File: config.mk
export PLATFORM = sky130hd
export DESIGN_NAME = divide_by_4_5
export DESIGN_NICKNAME = d
export VERILOG_FILES = /design/src/rtl/clkdiv_pkg.sv /design/src/rtl/half_cycle_phase_counter.sv /design/src/rtl/divide_by_4_5.sv
export SDC_FILE = /design/constraint.sdc
export NUM_CORES = 1
export LEC_CHECK = 0
export ABC_CLOCK_PERIOD_IN_PS = 3650
export CAP_MARGIN = 30
export CORE_AREA = 2 2 39 41
export DETAILED_ROUTE_END_ITERATION = 8
export DIE_AREA = 0 0 41 43
export PLACE_DENSITY = 0.6
export SLEW_MARGIN = 40
export SYNTH_ARGS = -nofsm -noshare
export SYNTH_HDL_FRONTEND = slang
export SYNTH_SLANG_ARGS = --single-unit
File: constraint.sdc
create_clock -name clockin -period 3.65 [get_ports clockin]
set_clock_uncertainty 0.2 [all_clocks]
set_input_delay 0.73 -clock clockin [delete_from_list [all_inputs] [get_ports clockin]]
set_output_delay 0.73 -clock clockin [all_outputs]
set_load 0.005 [all_outputs]
File: src/rtl/clkdiv_pkg.sv
`timescale 1ns/1ps
// clkdiv_pkg
// Shared constants and phase helpers for the divide-by-4.5 clock divider.
// The phase counter steps once per half-period of the source clock and
// wraps after DIV_HALF_CYCLES steps; the output is high for the first
// HIGH_HALF_CYCLES phases of each output period.
package clkdiv_pkg;

  localparam int DIV_HALF_CYCLES  = 9;
  localparam int HIGH_HALF_CYCLES = 5;
  localparam int PH_W             = 4;

  typedef logic [PH_W-1:0] phase_t;

  localparam phase_t PH_LAST = phase_t'(DIV_HALF_CYCLES - 1);
  // Idle "pre-0" code: outside the 0..8 counting range.
  localparam phase_t PH_IDLE = phase_t'((2 ** PH_W) - 1);

  // Each edge domain reloads its high flag every other half-cycle, so a flag
  // loaded on phase p covers phases p and p+1. Loading 1 for phases
  // 0..HIGH_HALF_CYCLES-2 in both domains tiles exactly phases
  // 0..HIGH_HALF_CYCLES-1 with the OR of the two flags, and the handover
  // between domains always overlaps, so the OR never glitches.
  localparam phase_t PH_FLAG_LAST = phase_t'(HIGH_HALF_CYCLES - 2);

  function automatic phase_t ph_inc(input phase_t ph);
    return (ph == PH_LAST) ? '0 : ph + 1'b1;
  endfunction

  // Rising-edge load: the first rising edge out of idle is phase 0.
  function automatic phase_t ph_next_rise(input phase_t ph_fall);
    return (ph_fall == PH_IDLE) ? '0 : ph_inc(ph_fall);
  endfunction

  // Falling-edge load: a falling edge never starts the count from idle.
  function automatic phase_t ph_next_fall(input phase_t ph_rise);
    return (ph_rise == PH_IDLE) ? PH_IDLE : ph_inc(ph_rise);
  endfunction

endpackage

File: src/rtl/half_cycle_phase_counter.sv
`timescale 1ns/1ps
// half_cycle_phase_counter
// Half-cycle phase counter built from one rising-edge and one falling-edge
// register. Each register loads the successor of the other, so together
// they step the phase 0..8 on every source-clock edge. The phase that each
// register is about to load is exported so the consumer can register a
// decode of it on the same edge.
//
// ph value | meaning
// ---------+-------------------------------------------------------------
// IDLE     | pre-0: in or just out of reset, waiting for a rising edge
// 0..4     | output high half-cycles
// 5..8     | output low half-cycles
//
// Ports:
//   i_clk            source clock, both edges used
//   i_rst            asynchronous active-high reset (forces IDLE)
//   o_ph_rise_next   phase the rising-edge register loads at next posedge
//   o_ph_fall_next   phase the falling-edge register loads at next negedge
module half_cycle_phase_counter
  import clkdiv_pkg::*;
(
  input  logic   i_clk,
  input  logic   i_rst,
  output phase_t o_ph_rise_next,
  output phase_t o_ph_fall_next
);

  phase_t r_ph_rise;
  phase_t r_ph_fall;

  // Cross-domain reads are half a period old, so there is a full half
  // period of settling between the two registers.
  assign o_ph_rise_next = ph_next_rise(r_ph_fall);
  assign o_ph_fall_next = ph_next_fall(r_ph_rise);

  always_ff @(posedge i_clk or posedge i_rst) begin
    if (i_rst) begin
      r_ph_rise <= PH_IDLE;
    end else begin
      r_ph_rise <= o_ph_rise_next;
    end
  end

  always_ff @(negedge i_clk or posedge i_rst) begin
    if (i_rst) begin
      r_ph_fall <= PH_IDLE;
    end else begin
      r_ph_fall <= o_ph_fall_next;
    end
  end

endmodule

File: src/rtl/divide_by_4_5.sv
`timescale 1ns/1ps
// divide_by_4_5
// Fractional clock divider: output period is 9 half-periods of the source
// clock (4.5 periods), high for 5 half-periods and low for 4. Output rises
// one source period at most after reset release, always on a rising edge.
//
// Ports:
//   clockin   source clock, both edges used (50% duty for exact 4.5)
//   reset     asynchronous active-high reset; forces clockout low at once
//   clockout  divided clock, driven by one OR of two edge-domain flops
module divide_by_4_5
  import clkdiv_pkg::*;
(
  input  logic clockin,
  input  logic reset,
  output logic clockout
);

  phase_t w_ph_rise_next;
  phase_t w_ph_fall_next;
  logic   r_hi_rise;
  logic   r_hi_fall;

  half_cycle_phase_counter u_phase (
    .i_clk          (clockin),
    .i_rst          (reset),
    .o_ph_rise_next (w_ph_rise_next),
    .o_ph_fall_next (w_ph_fall_next)
  );

  // IDLE is above PH_FLAG_LAST, so both flags stay low until counting.
  always_ff @(posedge clockin or posedge reset) begin
    if (reset) begin
      r_hi_rise <= 1'b0;
    end else begin
      r_hi_rise <= (w_ph_rise_next <= PH_FLAG_LAST);
    end
  end

  always_ff @(negedge clockin or posedge reset) begin
    if (reset) begin
      r_hi_fall <= 1'b0;
    end else begin
      r_hi_fall <= (w_ph_fall_next <= PH_FLAG_LAST);
    end
  end

  assign clockout = r_hi_rise | r_hi_fall;

endmodule

## Word level (Yosys, flattened, before mapping)

Index checks and enable logic that the tools add are counted.
W data, S select, Z words.

- Register bits after elaboration: 10
- Input bits: 2
- Output and inout port bits: 1
- Word-level logic and storage cells: 17

- Add/subtract/negate cells: 2
- $lt $le $gt $ge: 2
- Equality and inequality tests: 4
- Muxes and demuxes: 4
- Bitwise gates (word level): 1

Operators with widths:

| cell | number |
|---|---|
| $eq A4 B4 Y1 const B | 4 |
| $mux W4 | 4 |
| $add A4 B1 Y4 const B | 2 |
| $le A4 B2 Y1 const B | 2 |
| $or A1 B1 Y1 | 1 |

## Depth between registers and ports, before layout

Gate-level depths: netlist of the first run.

- Word-level depth: 4
- Depth in mapped cells: 5

## Hierarchy

A second synthesis of the first run with hierarchy kept.

- Cell total of the unflattened synthesis: 49
- Area total of the unflattened synthesis: 494.2 sq um

Modules (own cells, without submodules):

| module | instances | cells an instance | area each (sq um) |
|---|---|---|---|
| half_cycle_phase_counter | 1 | 43 | 426.7 |
| divide_by_4_5 | 1 | 6 | 67.6 |

==> reports/qor.csv, run 1 <==
stage,metric,value,unit
global_route,initial antenna violation count,0,
logic_synthesis,"Primary FF master, synth",dfstp_2,
cells_and_area,ant diodes,0,
critical_path,CP Capture Type,output port,
route,"wirelength, routed",821,um
critical_path,WP data required,2720,ps
clock_network,clock buffer depth,2,
pwr,leakage,0.252,nW
placed_design,Port Buffers,2,
logic_synthesis,Mapped Avg Cell Area,10.1,um^2
pwr,Power Total,0.206,mW
timing,Setup Viol. Count Final,1,
global_route,number of global-route vias before repair,330,
status,failing checks,negative setup slack,
global_route,GRT Total Usage,12.1,%
die,Die ar.,0.00176,mm^2
logic_synthesis,register bit total from synthesis,10,
die,# IOs,3,
die,Rows,14,
cells_and_area,area grow syn2layout,15.7,%
logic_synthesis,count of different cell masters after synthesis,23,
timing,"Slew Viols, Final",0,
timing,Worst Tran Pin Value,344,ps
critical_path,CP cell instances,or2_4 > buf_6,
route,average wire per standard cell,10.8,um
timing,max_slew headroom,77.0,%
clock_network,TritonCTS clock tree,yes,
clock_network,Post-CTS Setup Bufs,0,
pwr,pwr/cell area,344,mW/mm^2
die,total core area,0.00138,mm^2
status,outcome,"complete, but fails checks",
placed_design,Final GP Congestion,0.721,
critical_path,"slowest stage delay, CP",330,ps
global_route,first-pass GRT wire length,1350,um
flow_run,max_cap viols,0,
clock_network,Sink Count,10,
clock_network,Clock transition at path regs,60,ps
clock_network,later-pin clock latency in the skew report,310,ps
timing,Fin. Hold Viols,0,
clock_network,H-tree Lvls,1,
cells_and_area,Non-Filler Instances,76,
cells_and_area,layout cell share with drive strength beyond 1,23.3,%
critical_path,crit-path leading delay family,flip-flops,
route,Antenna Violating Nets Remaining,0,
pwr,Worst VDD drop,156,uV
critical_path,Setup Crit Path Kind,reg2out,
cells_and_area,"Net count, final",67,
clock_network,root buf cell,clkbuf_4,
hold_path,HP Class,in2async,
route,initial drt markers,1,
critical_path,CP Launch Type,flip-flop,
critical_path,buffer and inverter count on the worst path,1,
global_route,gr ovfl total,0,
route,1st-pass router iterations,3,
timing,RSZ-0062 raised after global routing,yes,
die,die span in y,43,um
route,vias per cell,4.79,
global_route,largest net degree at the start of global routing,11,
logic_synthesis,Post-synth EDFFs,0,
logic_synthesis,syn nets,57,
logic_synthesis,synthesized instance count,51,
critical_path,Worst EP arrival,2750,ps
logic_synthesis,Post-synth ARST share,100,%
critical_path,slowest CP cell,dfrtn_1,
logic_synthesis,Yosys warnings,0,
die,starting density of the core,37.3,%
route,drc violations,0,
timing,WHS,528,ps
placed_design,Post-DP HPWL,637,um
logic_synthesis,synthesized area,517,um^2
timing,post-route setup slack,-28.4,ps
route,routed vias,364,
clock_network,TritonCTS Buffers,3,
placed_design,Placed Cells,69,
die,Die W,41,um
logic_synthesis,sequential area share after synthesis,50.4,%
critical_path,"Max FO, Critical Path",1,
[synth_stat cells, drive strengths merged (2+ instances only)]
library cell	instances	share of area (%)
a21oi	7	7.5
ha	4	9.7
dfstp	8	41
nor2b	2	2.4
nand3	2	1.9
inv	7	5.1
nand2	5	3.6
a31oi	2	2.4
[cells in the final DEF (no fill, tap or decap), drive strengths merged, types with 2 or more instances in the layout]
master  synthesis  routed
a21oi           7       7
a31oi           2       2
clkbuf          0       4
dfstp           8       8
ha              4       4
inv             7      10
nand2           5       5
nand3           2       2
nor2b           2       2
[kinds of logic after synthesis]
| logic type | after synthesis | synth area share (%) |
|---|---|---|
| compound gates | 15 | 18.4 |
| fa+ha+maj | 4 | 9.69 |
| buf+inv | 7 | 5.09 |
| flops | 10 | 50.4 |
| mux | 2 | 4.12 |
| simple gates | 13 | 12.3 |
[power by group]
part / total (mW) / internal (mW) / leakage, nW / switching (mW)
clock network: 0.0911 / 0.0479 / 0.0363 / 0.0432
registers: 0.112 / 0.112 / 0.112 / 0
logic: 0.00295 / 0.000994 / 0.103 / 0.00196
[routing by layer]
| layer | global-route usage, % | vias up | share of wire (%) |
|---|---|---|---|
| li1 | - | 191 | - |
| met4 | 8.00 | 0 | 1.6 |
| met3 | 3.14 | 2 | 1.1 |
| met2 | 17.2 | 2 | 48 |
| met1 | 15.4 | 169 | 49 |
| met5 | 0 | - | 0 |
[flip-flops by register name, indices dropped and copies added (netlist names)]
name	cells
u_phase.r_ph_rise	4
r_hi_rise	1
u_phase.r_ph_fall	4
r_hi_fall	1
[final cells by class]
cell class / instances / area (um^2)
Sequential cell: 10 / 260
Multi-Input combinational cell: 34 / 233
Tap cell: 16 / 20.0
Timing Repair Buffer: 2 / 21.3
Clock buffer: 4 / 26.3
Fill cell: 139 / 786
Clock inverter: 4 / 15.0
Inverter: 6 / 22.5
[final timing paths]
check | from | endpoint | slack (ps) | cells after the start
max reg2reg | u_phase.r_ph_fall[0] | u_phase.r_ph_rise[0] | 190 | 4
min in group clockin | r_hi_rise | clockout | 1300 | 2
min reg2reg | u_phase.r_ph_rise[3] | u_phase.r_ph_fall[0] | 2070 | 2
max | r_hi_fall | clockout | -30 | 2
min | reset | r_hi_rise | 530 | 2
max in group asynchronous | reset | u_phase.r_ph_fall[2] | 640 | 2
[stage by stage]
stage	setup slack, ps	area [um^2]	util [%]	TNS (ps)
3_5_place_dp	-134	557	40.2	-134
3_3_place_gp	-122	557	40.2	-122
2_1_floorplan	307	517	-	0
6_report	-28.4	598	43.2	-28.4
4_1_cts	-44.0	598	43.2	-44.0
5_1_grt	-70.3	598	43.2	-70.3
[repair_timing]
action | 4_1_cts | 5_1_grt
setup endpoints to repair | 1 | 1
pin swaps | 1 | 0
gates resized for setup | 6 | 0
hold buffers | 0 | 0
(Power assumes the default switching activity.)
==> inputs of run 2 (changes only) <==
SETUP_SLACK_MARGIN = 0.4   (was not set)
==> run 2 against run 1 <==
Against the previous run: the flow still finishes with violations (negative setup slack); flip-flop and latch count is the same; total power grew 0.61%; first-iteration DRC count grew to 7.0 times the previous value; die area unchanged; clock-buffer cell count unchanged; global-route usage increased by 2.8 points; via count rose by 11%; combinational power increased by 6%; critical path type unchanged; critical endpoint unchanged; largest cell class is now multi-input gates; largest power group unchanged.
==> reports/qor.csv, run 2 (synthesis gave the netlist of run 1 again) <==
stage,metric,value,unit,change
status,outcome,"complete, but fails checks",,
status,failing checks,negative setup slack,,
critical_path,reg2reg end,u_phase.r_ph_rise[0],,
timing,max_slew headroom,75.3,%,-1.8 points
placed_design,Post-DP HPWL,636,um,-0.20%
route,1st-pass router iterations,4,,+1
route,initial drt markers,7,,+6
clock_network,root buf cell,clkbuf_4,,
flow_run,max_cap viols,0,,unchanged
timing,WHS,537,ps,+9.10 ps
global_route,first-pass GRT wire length,1690,um,+25%
clock_network,later-pin clock latency in the skew report,320,ps,about the same
timing,Fin. Hold Viols,0,,unchanged
clock_network,Sink Count,10,,unchanged
pwr,leakage,0.295,nW,+17%
route,routed vias,404,,+11%
clock_network,H-tree Lvls,1,,unchanged
critical_path,CP Launch Type,flip-flop,,
placed_design,Placed Cells,69,,unchanged
cells_and_area,most frequent cells in the layout,"dfstp_2 (8), inv_1 (7), buf_4 (7)",,
clock_network,TritonCTS Buffers,3,,unchanged
timing,Setup Viol. Count Final,1,,unchanged
timing,post-route setup slack,-31.5,ps,-3.09 ps
critical_path,"Max FO, Critical Path",1,,unchanged
critical_path,Setup Crit Path Kind,reg2out,,
clock_network,TritonCTS clock tree,yes,,
die,die span in y,43,um,unchanged
die,starting density of the core,37.3,%,unchanged
critical_path,Reg2Reg Launch Point,u_phase.r_ph_fall[0],,
cells_and_area,area grow syn2layout,39.2,%,
global_route,largest net degree at the start of global routing,11,,unchanged
clock_network,clock buffer depth,2,,unchanged
cells_and_area,ant diodes,0,,unchanged
cells_and_area,largest registers,"u_phase.r_ph_fall (4), u_phase.r_ph_rise (4)",,
timing,Worst Tran Pin Value,370,ps,+26.3 ps
cells_and_area,"commonest non-fill, non-tap cell in the layout",dfstp_2,,
route,drc violations,0,,unchanged
route,average wire per standard cell,12.0,um,+11%
clock_network,Hold Buf Count CTS,0,,unchanged
timing,RSZ-0062 raised after global routing,yes,,
placed_design,Setup WS pre-CTS,-61.9,ps,+72.5 ps
critical_path,Worst EP arrival,2750,ps,about the same
critical_path,R2R setup slack,340,ps,+150 ps
route,vias per cell,4.87,,+1.6%
die,Die W,41,um,unchanged
route,Antenna Violating Nets Remaining,0,,unchanged
global_route,gr ovfl total,0,,unchanged
pwr,Worst VDD drop,152,uV,-2.9%
global_route,GRT Total Usage,14.9,%,+2.8 points
timing,final setup TNS,-31.5,ps,-3.09 ps
global_route,initial antenna violation count,0,,unchanged
timing,"Slew Viols, Final",0,,unchanged
route,"wirelength, routed",995,um,+21%
cells_and_area,Non-Filler Instances,83,,+9.2%
cells_and_area,Fill cells,117,,-16%
die,# IOs,3,,unchanged
clock_network,Clock transition at path regs,70,ps,about the same
hold_path,HP Class,in2async,,
die,Die ar.,0.00176,mm^2,unchanged
die,Rows,14,,unchanged
placed_design,Final GP Congestion,0.769,,+6.6%
pwr,pwr/cell area,288,mW/mm^2,-16%
global_route,number of global-route vias before repair,405,,+23%
critical_path,WP data required,2720,ps,about the same
die,total core area,0.00138,mm^2,unchanged
critical_path,R2R depth,4,,unchanged
cells_and_area,"Net count, final",74,,+10%
critical_path,CP Capture Type,output port,,
cells_and_area,layout cell share with drive strength beyond 1,53.7,%,+30 points
placed_design,Port Buffers,2,,unchanged
## run 2: cell count changes in the layout (fill, tap and decap cells not counted), sizes merged
cell	change
buf	+7
## run 2: area by class of cell
class                      count  area (um^2)  area share [%]
clock buffer                   4         26.3            3.65
clock inverter                 4         15.0            2.09
inverter                       6         22.5            3.13
multi-input combinational     34          302            41.9
sequential                    10          260            36.2
tap                           16         20.0            2.78
timing repair buffer           9         73.8            10.3
## run 2: what timing repair did
item	in CTS	in global routing
resized for setup	13	7
endpoints found under the setup margin	6	8
setup buffers	7	0
pin swaps	5	1
## run 2: stage by stage
stage / util [%] / total power [mW] / cell area (um^2)
2_1_floorplan: - / 0.123 / 528
3_3_place_gp: 41.0 / 0.125 / 568
3_5_place_dp: 41.0 / 0.125 / 568
4_1_cts: 50.5 / 0.210 / 699
5_1_grt: 52.0 / 0.220 / 719
6_report: 52.0 / 0.207 / 719
## run 2: power breakdown
part | internal, mW | total, mW | switching [mW]
Combinational | 0.000998 | 0.00312 | 0.00212
Sequential | 0.112 | 0.112 | 0
Clock | 0.0479 | 0.0922 | 0.0443
Total | 0.161 | 0.207 | 0.0464
## run 2: per-layer routing
metal | vias up | wire length, um | track usage, %
li1 | 204 | - | -
met3 | 4 | 44 | 6.28
met2 | 10 | 505 | 22.2
met4 | 0 | 23 | 8.00
met1 | 186 | 422 | 17.1
met5 | - | 0 | 0
## run 2: how the worst max path moves through the flow
stage                    from  slack (ps)  cells after the start       end
floorplan           r_hi_fall         370                      1  clockout
global placement    r_hi_fall         -50                      2  clockout
detailed placement  r_hi_fall         -60                      2  clockout
CTS                 r_hi_fall         -40                      2  clockout
global route        r_hi_fall         -70                      2  clockout
finish              r_hi_fall         -30                      2  clockout
## run 2: worst max-delay path, cell delays in order, from the launching register on
cell and delay, ps:
dfrtn_1 320, or2_4 220, buf_6 110
==> inputs of run 3 (changes only) <==
GPL_TIMING_DRIVEN = 1   (was not set)
==> results of run 3 <==
No change in the layout: final DEF, timing and power equal those of run 2.
